### src/rtl/alu_pkg.sv
// Shared ALU definitions: opcode encodings, flag bit positions and the
// NZCV derivation used by the write-back stage.
package alu_pkg;

    localparam logic [2:0] ALU_ADD = 3'b001;
    localparam logic [2:0] ALU_SUB = 3'b010;
    localparam logic [2:0] ALU_AND = 3'b011;
    localparam logic [2:0] ALU_OR  = 3'b100;
    localparam logic [2:0] ALU_XOR = 3'b101;
    localparam logic [2:0] ALU_NOT = 3'b110;

    localparam int FLG_N = 3;
    localparam int FLG_Z = 2;
    localparam int FLG_C = 1;
    localparam int FLG_V = 0;

    // Widest datapath alu_flags supports; callers zero-extend into this width.
    localparam int ALU_MAX_W = 64;

    // Opcodes 000 and 111 are unassigned and get dropped by the stage.
    function automatic logic alu_op_valid(input logic [2:0] opcode);
        return (opcode != 3'b000) && (opcode != 3'b111);
    endfunction

    // NZCV from the ALU inputs and result. data_w selects the real datapath
    // width inside the ALU_MAX_W containers; masks are used instead of
    // variable bit-selects so the index width never matters.
    function automatic logic [3:0] alu_flags(
        input logic [2:0]           opcode,
        input logic [ALU_MAX_W-1:0] a,
        input logic [ALU_MAX_W-1:0] b,
        input logic [ALU_MAX_W-1:0] r,
        input int                   data_w
    );
        logic [ALU_MAX_W:0] sum;
        logic [ALU_MAX_W:0] msb_mask;
        logic               a_msb;
        logic               r_msb;
        logic [3:0]         nzcv;
        sum      = {1'b0, a} + {1'b0, b};
        msb_mask = {{ALU_MAX_W{1'b0}}, 1'b1} << (data_w - 1);
        a_msb    = |({1'b0, a} & msb_mask);
        r_msb    = |({1'b0, r} & msb_mask);
        nzcv        = '0;
        nzcv[FLG_N] = r_msb;
        nzcv[FLG_Z] = (r == '0);
        case (opcode)
            ALU_ADD: begin
                nzcv[FLG_C] = |(sum & (msb_mask << 1));
                nzcv[FLG_V] = !a_msb && r_msb;
            end
            ALU_SUB: begin
                nzcv[FLG_C] = (a >= b);
                nzcv[FLG_V] = a_msb && !r_msb;
            end
            default: ;
        endcase
        return nzcv;
    endfunction

endpackage

### src/rtl/wb_fifo.sv
// Small circular buffer holding write-back entries. The head entry is read
// straight from the storage registers so the consumer sees registered data.
module wb_fifo #(
    parameter int ENTRY_W = 40,
    parameter int DEPTH   = 2
) (
    input  logic               clk,
    input  logic               rst,
    input  logic               push,
    input  logic [ENTRY_W-1:0] push_data,
    input  logic               pop,
    output logic               full,
    output logic               empty,
    output logic [ENTRY_W-1:0] head_data
);

    localparam int PTR_W = (DEPTH > 1) ? $clog2(DEPTH) : 1;
    localparam int CNT_W = $clog2(DEPTH + 1);

    logic [ENTRY_W-1:0] mem_q [DEPTH];
    logic [PTR_W-1:0]   wr_ptr_q, wr_ptr_d;
    logic [PTR_W-1:0]   rd_ptr_q, rd_ptr_d;
    logic [CNT_W-1:0]   count_q, count_d;

    assign full      = (count_q == CNT_W'(DEPTH));
    assign empty     = (count_q == '0);
    assign head_data = mem_q[rd_ptr_q];

    // Pointer and occupancy update; pointers wrap naturally since DEPTH is a power of 2.
    always_comb begin
        // NOTE: every output of a combinational block gets a default first so no latch is inferred.
        wr_ptr_d = wr_ptr_q;
        rd_ptr_d = rd_ptr_q;
        count_d  = count_q;
        if (push) wr_ptr_d = wr_ptr_q + PTR_W'(1);
        if (pop)  rd_ptr_d = rd_ptr_q + PTR_W'(1);
        case ({push, pop})
            2'b10:   count_d = count_q + CNT_W'(1);
            2'b01:   count_d = count_q - CNT_W'(1);
            default: count_d = count_q;
        endcase
    end

    // Storage and pointer registers.
    always_ff @(posedge clk) begin
        if (rst) begin
            // NOTE: the storage is cleared on reset because the head feeds the
            // write-back outputs directly and those must read zero out of reset.
            for (int i = 0; i < DEPTH; i++) mem_q[i] <= '0;
            // NOTE: sequential state uses non-blocking assignments only.
            wr_ptr_q <= '0;
            rd_ptr_q <= '0;
            count_q  <= '0;
        end else begin
            if (push) mem_q[wr_ptr_q] <= push_data;
            wr_ptr_q <= wr_ptr_d;
            rd_ptr_q <= rd_ptr_d;
            count_q  <= count_d;
        end
    end

endmodule

### src/rtl/alu_writeback_stage.sv
// Registered stage after the ALU: derives NZCV, buffers results and hands
// them to the register-file write port. Flags commit in order on retirement.
// DATA_W must not exceed alu_pkg::ALU_MAX_W.
module alu_writeback_stage
    import alu_pkg::*;
#(
    parameter int DATA_W = 32,
    parameter int OP2_W  = 4,
    parameter int RD_W   = 4,
    parameter int DEPTH  = 2
) (
    input  logic              clk,
    input  logic              rst,
    input  logic              in_valid,
    output logic              in_ready,
    input  logic [2:0]        in_opcode,
    input  logic [DATA_W-1:0] in_op1,
    input  logic [OP2_W-1:0]  in_op2,
    input  logic [DATA_W-1:0] in_result,
    input  logic [RD_W-1:0]   in_rd,
    output logic              wb_valid,
    input  logic              wb_ready,
    output logic [RD_W-1:0]   wb_rd,
    output logic [DATA_W-1:0] wb_data,
    output logic [3:0]        flags,
    output logic              bad_op
);

    localparam int ENTRY_W = RD_W + DATA_W + 4;

    logic               accept;
    logic               op_ok;
    logic               push;
    logic               pop;
    logic               fifo_full;
    logic               fifo_empty;
    logic [3:0]         in_nzcv;
    logic [3:0]         head_nzcv;
    logic [ENTRY_W-1:0] push_entry;
    logic [ENTRY_W-1:0] head_entry;
    logic [3:0]         flags_q, flags_d;
    logic               bad_op_q, bad_op_d;

    // in_ready comes only from the registered occupancy, so a full buffer
    // never accepts in the same cycle it retires.
    assign in_ready = !fifo_full;
    assign accept   = in_valid && in_ready;
    assign op_ok    = alu_op_valid(in_opcode);
    assign push     = accept && op_ok;
    assign wb_valid = !fifo_empty;
    assign pop      = wb_valid && wb_ready;

    assign push_entry                     = {in_rd, in_result, in_nzcv};
    assign {wb_rd, wb_data, head_nzcv}    = head_entry;
    assign flags                          = flags_q;
    assign bad_op                         = bad_op_q;

    // Flags are derived from the operands at capture time and travel with the entry.
    always_comb begin
        in_nzcv = alu_flags(in_opcode,
                            ALU_MAX_W'(in_op1),
                            ALU_MAX_W'(in_op2),
                            ALU_MAX_W'(in_result),
                            DATA_W);
    end

    // Commit the head's flags when it retires; flag a dropped illegal opcode.
    always_comb begin
        flags_d  = pop ? head_nzcv : flags_q;
        bad_op_d = accept && !op_ok;
    end

    // Architectural flags and the one-cycle bad_op pulse.
    always_ff @(posedge clk) begin
        if (rst) begin
            flags_q  <= '0;
            bad_op_q <= 1'b0;
        end else begin
            flags_q  <= flags_d;
            bad_op_q <= bad_op_d;
        end
    end

    wb_fifo #(
        .ENTRY_W (ENTRY_W),
        .DEPTH   (DEPTH)
    ) u_fifo (
        .clk       (clk),
        .rst       (rst),
        .push      (push),
        .push_data (push_entry),
        .pop       (pop),
        .full      (fifo_full),
        .empty     (fifo_empty),
        .head_data (head_entry)
    );

endmodule
### config.mk
export PLATFORM = sky130hd
export DESIGN_NAME = alu_writeback_stage
export DESIGN_NICKNAME = d
export VERILOG_FILES = /design/src/rtl/alu_pkg.sv /design/src/rtl/wb_fifo.sv /design/src/rtl/alu_writeback_stage.sv
export SDC_FILE = /design/constraint.sdc
export NUM_CORES = 1
export LEC_CHECK = 0
export CORE_AREA = 2 2 100 102
export DETAILED_ROUTE_END_ITERATION = 16
export DIE_AREA = 0 0 102 104
export GPL_TIMING_DRIVEN = 1
export PLACE_DENSITY_LB_ADDON = 0.12
export SYNTH_ARGS = -nofsm -noshare
export SYNTH_HDL_FRONTEND = slang
export SYNTH_SLANG_ARGS = --single-unit
### constraint.sdc
create_clock -name clk -period 4.1 [get_ports clk]
set_clock_uncertainty 0.15 [all_clocks]
set_input_delay 0.41 -clock clk [delete_from_list [all_inputs] [get_ports clk]]
set_output_delay 0.41 -clock clk [all_outputs]
set_load 0.05 [all_outputs]
======== Word-level counts from Yosys, hierarchy flattened ========
Memories as Yosys holds them, arrays and structs flattened. A register that Yosys moved wholly into a read port is not among the register bits.
Index checks and enable logic that the tools add are counted.
word-level totals
  register bits ........................... 9
  memories ................................ 1
  logic and storage cells ................. 47
  bits in writable memories ............... 80
  output and inout port bits .............. 43
memories
  name          words  bits a word  read ports  clocked after memory_dff  wr ports  line           source
  u_fifo.mem_q  2      40           1           1                         2         wb_fifo.sv:20  logic [ENTRY_W-1:0] mem_q [DEPTH];
operators by class
  reductions and logical operators ........ 17
  add/sub/neg operators ................... 5
  mux-type cells .......................... 12
  magnitude comparators ................... 1
  eq/ne operators ......................... 6
operator list
  cell                 number
  $mux 40              1
  $reduce_or 40->1     1
  $add 32x4->33        1
  $ge 32x4->1          1
  $logic_not 32->1     1
  $mux 1               9
  $pmux 2 s2           2
  $logic_and 1x1->1    7
  $logic_not 1->1      5
  $eq 2x2->1 const B   2
  $eq 3x1->1 const B   1
  $eq 3x2->1 const B   1
  $ne 3x3->1 const B   1
  $reduce_bool 3->1    1
  $add 1x1->1 const B  2
  $add 2x1->2 const B  1
  $eq 2x1->1 const B   1
  $logic_not 2->1      1
  $reduce_bool 2->1    1
  $sub 2x1->2 const B  1

======== Longest topological paths before layout ========
  depth in word-level cells ............... 9
  depth in mapped cells ................... 8
  gate-level depth less buffers ........... 8

======== Cells and area by module ========
A second synthesis with hierarchy kept.
second synthesis, totals
  cell total of the unflattened synthesis .. 361
  area, all modules ....................... 4295.4 um^2
by module, submodules not included
  module               sequential area each (um^2)  area an instance (um^2)  cells an instance  times used
  wb_fifo              2502.4                       3694.8                   282                1
  alu_writeback_stage  100.1                        600.6                    79                 1

======== Least setup slack after synthesis ========
No wires, ideal clock.
  path kind ............................... register -> register
  start ................................... register u_fifo.count_q[0]
  end ..................................... memory u_fifo.mem_q[0][0], enable pin
  arrival time ............................ 2.805 ns
  slack ................................... 0.702 ns
  period minus slack after synthesis ...... 3.398 ns
  stages on the path, launching flop included .. 6
  setup time .............................. 0.443 ns
  required time ........................... 3.507 ns
  path buffers ............................ 0
  cell sequence ........................... dfxtp_1 nand2b_2 nand2_2 nor2_4 inv_4 o21bai_1
RTL lines
  what                    line           source
  from (decl)             wb_fifo.sv:23  logic [CNT_W-1:0] count_q, count_d;
  from (signal assigned)  wb_fifo.sv:58  count_q <= count_d;
  to (decl)               wb_fifo.sv:20

==> flow_metrics.tcl <==
set metrics [dict create \
    antenna_cells 0 \
    hold_buffers 0 \
    drt_pre_antenna_iters 4 \
    synth-seq-cells 88 \
    synthMuxAreaShare_pct 9.81 \
    rsz0062_at_grt "false" \
    start_util_pct 47.6 \
    whs_path_depth 2 \
    p_per_area_nw_per_um2 517 \
    cts.htree.levels 3 \
    synth_compound_area_share_pct 2.53 \
    setup_tns_ns 0 \
    die_h_um 104 \
    ant_nets 0 \
    p_leak_nw 2.12 \
    critical_path_arrival_ns 2.51 \
    async_flop_share_pct 0 \
    regArea_um2 2540 \
    hp-class "reg2reg" \
    syn_to_final_growth_pct 27.9 \
    grt_pass1_vias 2929 \
    cts-root-buf "clkbuf_8" \
    synth_simple_gate_area_share_pct 20.0 \
    antenna_found_initial 0 \
    cp.required_ns 3.54 \
    setup_slack_ns 1.03 \
    final_nets 520 \
    r2r_cells 3 \
    vias 2848 \
    cp_max_fo 39 \
    setup_viol 0 \
    path_depth 2 \
    dp_slack_ns 1.15 \
    crit_path_start_kind "register" \
    cts_tree "yes" \
    critPathTopFamily "flip-flops" \
    clock_sinks 88 \
    dieArea_um2 10600 \
    path_buf_inv 1 \
    insertion_delay_ns 0.34 \
    clockBufferDepth 2 \
    synth_fa_ha_area_share_pct 2.48 \
    io_pins 122 \
    synth-seq-area-share_pct 56.0 \
    grtUsageTotal_pct 16.6 \
    synth_area_um2 4540 \
    ys.flop_type "edfxtp_1" \
    drc 0 \
    wl_mm 8.79 \
    multi_input_area_um2 1620 \
    cts-buffers-inserted 9 \
    postCtsSetupRepairBufs 0 \
    drv_cap 0 \
    synth_xor_area_share_pct 0.579 \
    path_class "reg2out" \
    wire_per_inst_um 15.4 \
    numPortBuffers 121 \
    critPathMaxStageDelay_ns 1.01 \
    synth_top_area_cell "edfxtp_1" \
    syn_avg_cell_area_um2 13.1 \
    fmaxAchievable_mhz 326 \
    synthTopCellsByArea "edfxtp_1 (52%), mux2_2 (8.9%), and2_1 (7.3%)" \
    crit_slowest_cell "dfxtp_2" \
    status "finished, final reports clean" \
    rows 36 \
    viasPerCell 5.00 \
    ys_warn_count 0 \
    coreArea_um2 9550 \
    synth_nets 434 \
    cts.clk_slew.worst_paths_ns 0.08 \
    die_w_um 102 \
    fillerInstances 798 \
    synth_top_family_by_area "simple AND/OR/NAND/NOR gates" \
    irDropWorstVdd_v 0.000238 \
    gp_congestion 0.748 \
    grt_max_degree 40 \
    cts_resized 0 \
    overflow 0 \
    hold_violations 0 \
    place_hpwl_mm 6.06 \
    max-slew-margin-rel_pct 32.0 \
    worstSetupEndpointType "output port" \
    drtIter0Drc 71 \
    max_slew.worst_pin.slew_ns 1.02 \
    synth_edf_count 78 \
    slew_violations 0 \
    path_cells "mux2_2 > clkdlybuf4s50_1" \
    yosys.area.top_type_share_pct 51.6 \
    grt_pass1_wl_mm 13.5 \
    syn_inst 346 \
    synth_cell_types 47 \
    min_period_ns 3.07 \
    drive_gt1_share_pct 20.1 \
    finalCritPeriodShare_pct 74.8 \
]
registers in the layout (all words and copies together) (netlist names), named ones only:
register         cells
bad_op               1
flags                4
u_fifo.count_q       2
u_fifo.mem_q        78
u_fifo.rd_ptr_q      1
u_fifo.wr_ptr_q      1
cell usage after synthesis (all sizes together), types with 2 or more instances:
cell	count
a211oi	4
a21boi	2
a21oi	4
and2	73
buf	45
clkbuf	5
dfxtp	10
edfxtp	78
ha	9
inv	6
mux2	36
mux2i	4
nand2	3
nand2b	2
nand3	2
nand4	9
nand4b	2
nor2	10
nor3	3
nor3b	2
nor4	18
nor4bb	2
o21bai	4
or2	3
or3	2
xnor2	2
cell type report:
type,count,area share (%)
Timing Repair Buffer,125,21.4
Tap cell,133,2.87
Clock buffer,11,2.26
Sequential cell,88,43.8
Multi-Input combinational cell,202,27.9
Inverter,6,0.431
Clock inverter,5,1.40
final timing paths:
| check | from | end | slack (ns) |
|---|---|---|---|
| worst min register to register | flags[3] | flags[3] | 0.36 |
| worst max register to register | u_fifo.wr_ptr_q | u_fifo.mem_q[1][20] | 1.85 |
| worst min-delay path | flags[3] | flags[3] | 0.36 |
| worst max-delay path | register | wb_data[31] | 1.03 |
cell usage in the layout, fill, tap and decap left out, drive strengths merged, types with 2 or more instances in the layout:
cell and n:
nand4 9, nor2 10, xnor2 2, nand2b 2, or3 2, edfxtp 78, or2 3, nor4 18
o21bai 4, buf 4, a21oi 4, a21boi 2, clkbuf 11, nor3b 2, mux2i 4, clkdlybuf4s50 121
nand3 2, ha 9, and2 73, a211oi 4, mux2 36, clkinv 3, nor3 3, nand2 3
dfxtp 10, bufinv 2, nor4bb 2, nand4b 2, inv 6
cell families after synthesis:
family                   count (synthesis)
adder cells (fa/ha/maj)                  9
AND/OR/NAND/NOR                        133
XOR/XNOR                                 3
AO/OA/AOI/OAI                           17
flip-flops                              88
multiplexers                            40
buffers and inverters                   56
report_power, final:
part	switching, mW	internal (mW)	leakage, nW
clock network	0.291	0.344	0.105
logic	0.686	0.478	1.11
registers	0.0993	1.11	0.905
worst reg2reg max path, stage by stage, from the launching register on:
cell	delay, ns
dfxtp_1	0.47
or2b_2	0.37
nor2_2	0.11
or2_2	0.78
routing by layer:
layer | vias up | share of wire, % | routed length (um) | GRT usage [%]
met5 | - | 0 | 0 | 0
li1 | 1382 | - | - | -
met1 | 1365 | 40 | 3520 | 18.6
met4 | 0 | 1.9 | 166 | 6.76
met3 | 12 | 6.1 | 536 | 4.57
met2 | 89 | 52 | 4560 | 29.4
stage by stage:
step / instances / utilization, % / power, mW / hold WS (ns) / area (um2)
after floorplan: 346 / - / 2.14 / 0.329 / 4540
after global placement: 554 / 58.6 / 2.39 / 0.343 / 5590
after detailed placement: 554 / 58.6 / 2.40 / 0.339 / 5590
after CTS: 570 / 60.8 / 3.04 / 0.363 / 5810
after global routing: 570 / 60.8 / 3.13 / 0.389 / 5810
final: 570 / 60.8 / 3.00 / 0.358 / 5810
Power figures use the tool's default switching activity.
==> RTL change 1 (same settings) <==
`DATA_W`: 32 -> 64.
--- a/src/rtl/alu_writeback_stage.sv
+++ b/src/rtl/alu_writeback_stage.sv
@@ -4,7 +4,7 @@
 module alu_writeback_stage
     import alu_pkg::*;
 #(
-    parameter int DATA_W = 32,
+    parameter int DATA_W = 64,
     parameter int OP2_W  = 4,
     parameter int RD_W   = 4,
     parameter int DEPTH  = 2
Interface: changed (resized in_op1, in_result and wb_data); port bits go from 122 to 218. The function was not compared with the original's and may differ.
==> RTL change 1 against the unedited design <==
Synthesized area increased by 69%. The flow now stops in 3_3_place_gp.
==> RTL change 1: results <==
metrics = {
    "synthesis": {
        "synthCells": 581,
        "syn_nets": 733,
        "async_reset_ff_share_pct": 0,
        "netlist_top_cells_area": "edfxtp_1 56%, and2_1 11%, mux2_2 10%, buf_4 6.8%, dfxtp_1 2.6%",
        "synth.cells.most_frequent": "142 x edfxtp_1, 139 x and2_1, 69 x buf_4",
        "synth_seq_cells": 152,
        "yosysWarningCount": 0,
        "ys_seq_area_share_pct": 58.3,
        "synth_edf_count": 142,
        "synthDistinctLibCells": 43,
    },
    "floorplanning": {
        "rows": 36,
    },
    "run_status": {
        "tool.error": "[ERROR FLW-0024] Place density exceeds 1.0 (current PLACE_DENSITY_LB_ADDON =  0.12). Please check if the value of  PLACE_DENSITY_LB_ADDON is between 0 and 0.99.",
        "stop_stage": "3_3_place_gp",
        "status": "did not finish",
    },
    "placed_design": {
        "portBuffers": 217,
    },
}
## RTL change 1: changes by cell type after synthesis, sizes merged, moves of 2 or more
cell,unedited run,this run
edfxtp,78,142
a21oi,4,2
nand4,9,21
clkbuf,5,20
o22ai,0,2
mux2,36,68
a21boi,2,0
inv,6,8
nor4,18,35
and2,73,139
o21bai,4,2
o21ai,1,3
buf,45,72
## RTL change 1: logic make-up after synthesis
| group | synth area share [%] |
|---|---|
| buffers and inverters | 8.54 |
| AO/OA/AOI/OAI | 1.45 |
| XOR/XNOR | 0.343 |
| flip-flops | 58.3 |
| adder cells (fa/ha/maj) | 1.47 |
| multiplexers | 10.5 |
| AND/OR/NAND/NOR | 19.4 |
==> RTL change 2 (same settings) <==
Made on the original files. Put one more register stage on the output `flags`, without a reset. The value now appears one clock later. The other outputs are not delayed to match. Comments in the files are not updated.
--- a/src/rtl/alu_writeback_stage.sv
+++ b/src/rtl/alu_writeback_stage.sv
@@ -52,7 +52,9 @@
 
     assign push_entry                     = {in_rd, in_result, in_nzcv};
     assign {wb_rd, wb_data, head_nzcv}    = head_entry;
-    assign flags                          = flags_q;
+    always_ff @(posedge clk) begin
+        flags <= flags_q;
+    end
     assign bad_op                         = bad_op_q;
 
     // Flags are derived from the operands at capture time and travel with the entry.
Formal check against the unedited RTL: not equivalent (a bounded check fails within 4 cycles, from zero or initial values and one cycle with rst high).
==> RTL change 2 against the unedited design <==
Worst hold slack worse by 150 ps. Sequential power up 3%. Highest routed layer unchanged. Setup slack better by 9.9 ps. Clock power down 8.3%. Wire length increased by 2.7%. First-iteration DRC count increased by 21%. Cell area up 0.22%. Critical endpoint is now wb_data[0]. Utilization rose by 0.13 points. Total power decreased by 0.40%. Sequential cell count rose by 4. Synthesized area grew 1.1%. Die area unchanged.
==> RTL change 2: results <==
metrics = {
    "layout": {
        "fill_cells": 796,
        "nets": 523,
        "drive_above_1_share_pct": 17.0,
        "stdcell_count": 573,
    },
    "setup_path": {
        "worstSetupEndpoint": "wb_data[0]",
        "crit_arrival_ps": 2500,
        "cpPeakStageDelay_ps": 990,
        "regToRegEndpoint": "u_fifo.mem_q[1][24]",
        "r2r_slack_ps": 1830,
    },
    "global_route": {
        "first_global_vias": 2953,
        "use_met1_pct": 22.0,
        "grt_max_degree": 40,
        "met3_usage_pct": 4.70,
        "grtUsageMet2_pct": 29.6,
        "antenna_found_initial": 0,
        "grt_first_pass_wirelength_mm": 14.6,
        "grt.total_usage_pct": 17.9,
    },
    "synthesis": {
        "synth.cells.most_frequent": "78 x edfxtp_1, 63 x and2_1, 36 x buf_4, 36 x mux2_2, 18 x nor4_1",
        "syn_nets": 438,
        "synth-xor-area-share_pct": 0.572,
        "synthAdderAreaFrac_pct": 2.45,
        "synthDistinctLibCells": 46,
        "async_reset_ff_share_pct": 0,
        "yosysWarningCount": 0,
        "postSynthAreaPerCell_um2": 13.1,
        "synth_edf_count": 78,
        "ys_seq_area_share_pct": 57.1,
        "synth_mux_area_share_pct": 9.70,
        "netlist_top_cells_area": "edfxtp_1 51%, mux2_2 8.8%, and2_1 8.6%, dfxtp_1 6.1%, buf_4 5.9%",
        "synth_compound_area_share_pct": 2.51,
    },
    "worst_hold_path": {
        "hold_class": "reg -> reg",
    },
    "route": {
        "dr.pass1.iters": 4,
        "dr_total_vias": 2844,
        "drt-initial-drc-count": 86,
        "wirelength_mm": 9.02,
    },
    "placed_design": {
        "place_congestion": 0.731,
        "place_inst": 557,
        "dp_hpwl_mm": 6.30,
    },
    "clock_network": {
        "htreeDepth": 3,
        "post-cts-setup-buffers": 0,
        "cts_resized": 0,
    },
    "sta": {
        "max_slew.worst_pin.slew_ps": 992,
        "fin_worst_hold_slack_ps": 203,
    },
    "power_and_ir_drop": {
        "swShare_pct": 36.3,
        "p_leak_nw": 2.12,
        "ir_worst_vdd_mv": 0.223,
    },
    "run_status": {
        "status": "complete, no violations",
    },
}
==> RTL change 2: power groups by stage <==
stage	registers, W	clock network, W	logic, W
after global placement	0.00127	0	0.00116
after global routing	0.00127	0.000635	0.00122
after detailed placement	0.00128	0	0.00117
after CTS	0.00126	0.000591	0.00117
final	0.00125	0.000582	0.00116
after floorplan	0.00125	0	0.000939
==> RTL change 2: routing by layer <==
| layer | routed length [um] | vias up |
|---|---|---|
| li1 | - | 1399 |
| met5 | 0 | - |
| met1 | 3760 | 1327 |
| met3 | 626 | 14 |
| met2 | 4470 | 104 |
| met4 | 161 | 0 |
==> RTL change 2: worst min-delay path by stage <==
stage / cells after the start / from / endpoint
2_1_floorplan: 0 / flags_q[3] / flags[3]
3_3_place_gp: 0 / flags_q[1] / flags[1]
3_5_place_dp: 0 / flags_q[0] / flags[0]
4_1_cts: 0 / flags_q[0] / flags[0]
5_1_grt: 0 / flags_q[0] / flags[0]
6_report: 0 / flags_q[3] / flags[3]
==> RTL change 2: cells by family (layout without fill, tap and decap cells) <==
kind of cell | after synthesis | after routing
compound gates | 17 | 17
xor+xnor | 3 | 3
fa+ha+maj | 9 | 9
buf+inv | 56 | 146
flops | 92 | 92
mux | 40 | 40
simple gates | 133 | 133
==> RTL change 2: stage by stage <==
step                utilization, %  total power, W  setup WS [ps]  cell area, um2
floorplan                        -         0.00218            702            4590
global placement              59.0         0.00243           1240            5640
detailed placement            59.0         0.00244           1180            5640
CTS                           60.9         0.00302            982            5820
global route                  60.9         0.00312            918            5820
finish                        60.9         0.00299           1040            5820
==> RTL change 2: layout make-up <==
cell class / instances / share of cell area (%)
clock buffer: 10 / 2.19
timing repair buffer: 124 / 21.2
inverter: 6 / 0.430
sequential: 92 / 45.1
tap: 133 / 2.86
multi-input combinational: 202 / 27.3
clock inverter: 6 / 0.946
==> RTL change 2: worst register-to-register path, cell delays in order (launching register included) <==
cell and delay (ps):
dfxtp_1 490, or2b_2 370, nor2_2 100, or2_2 750
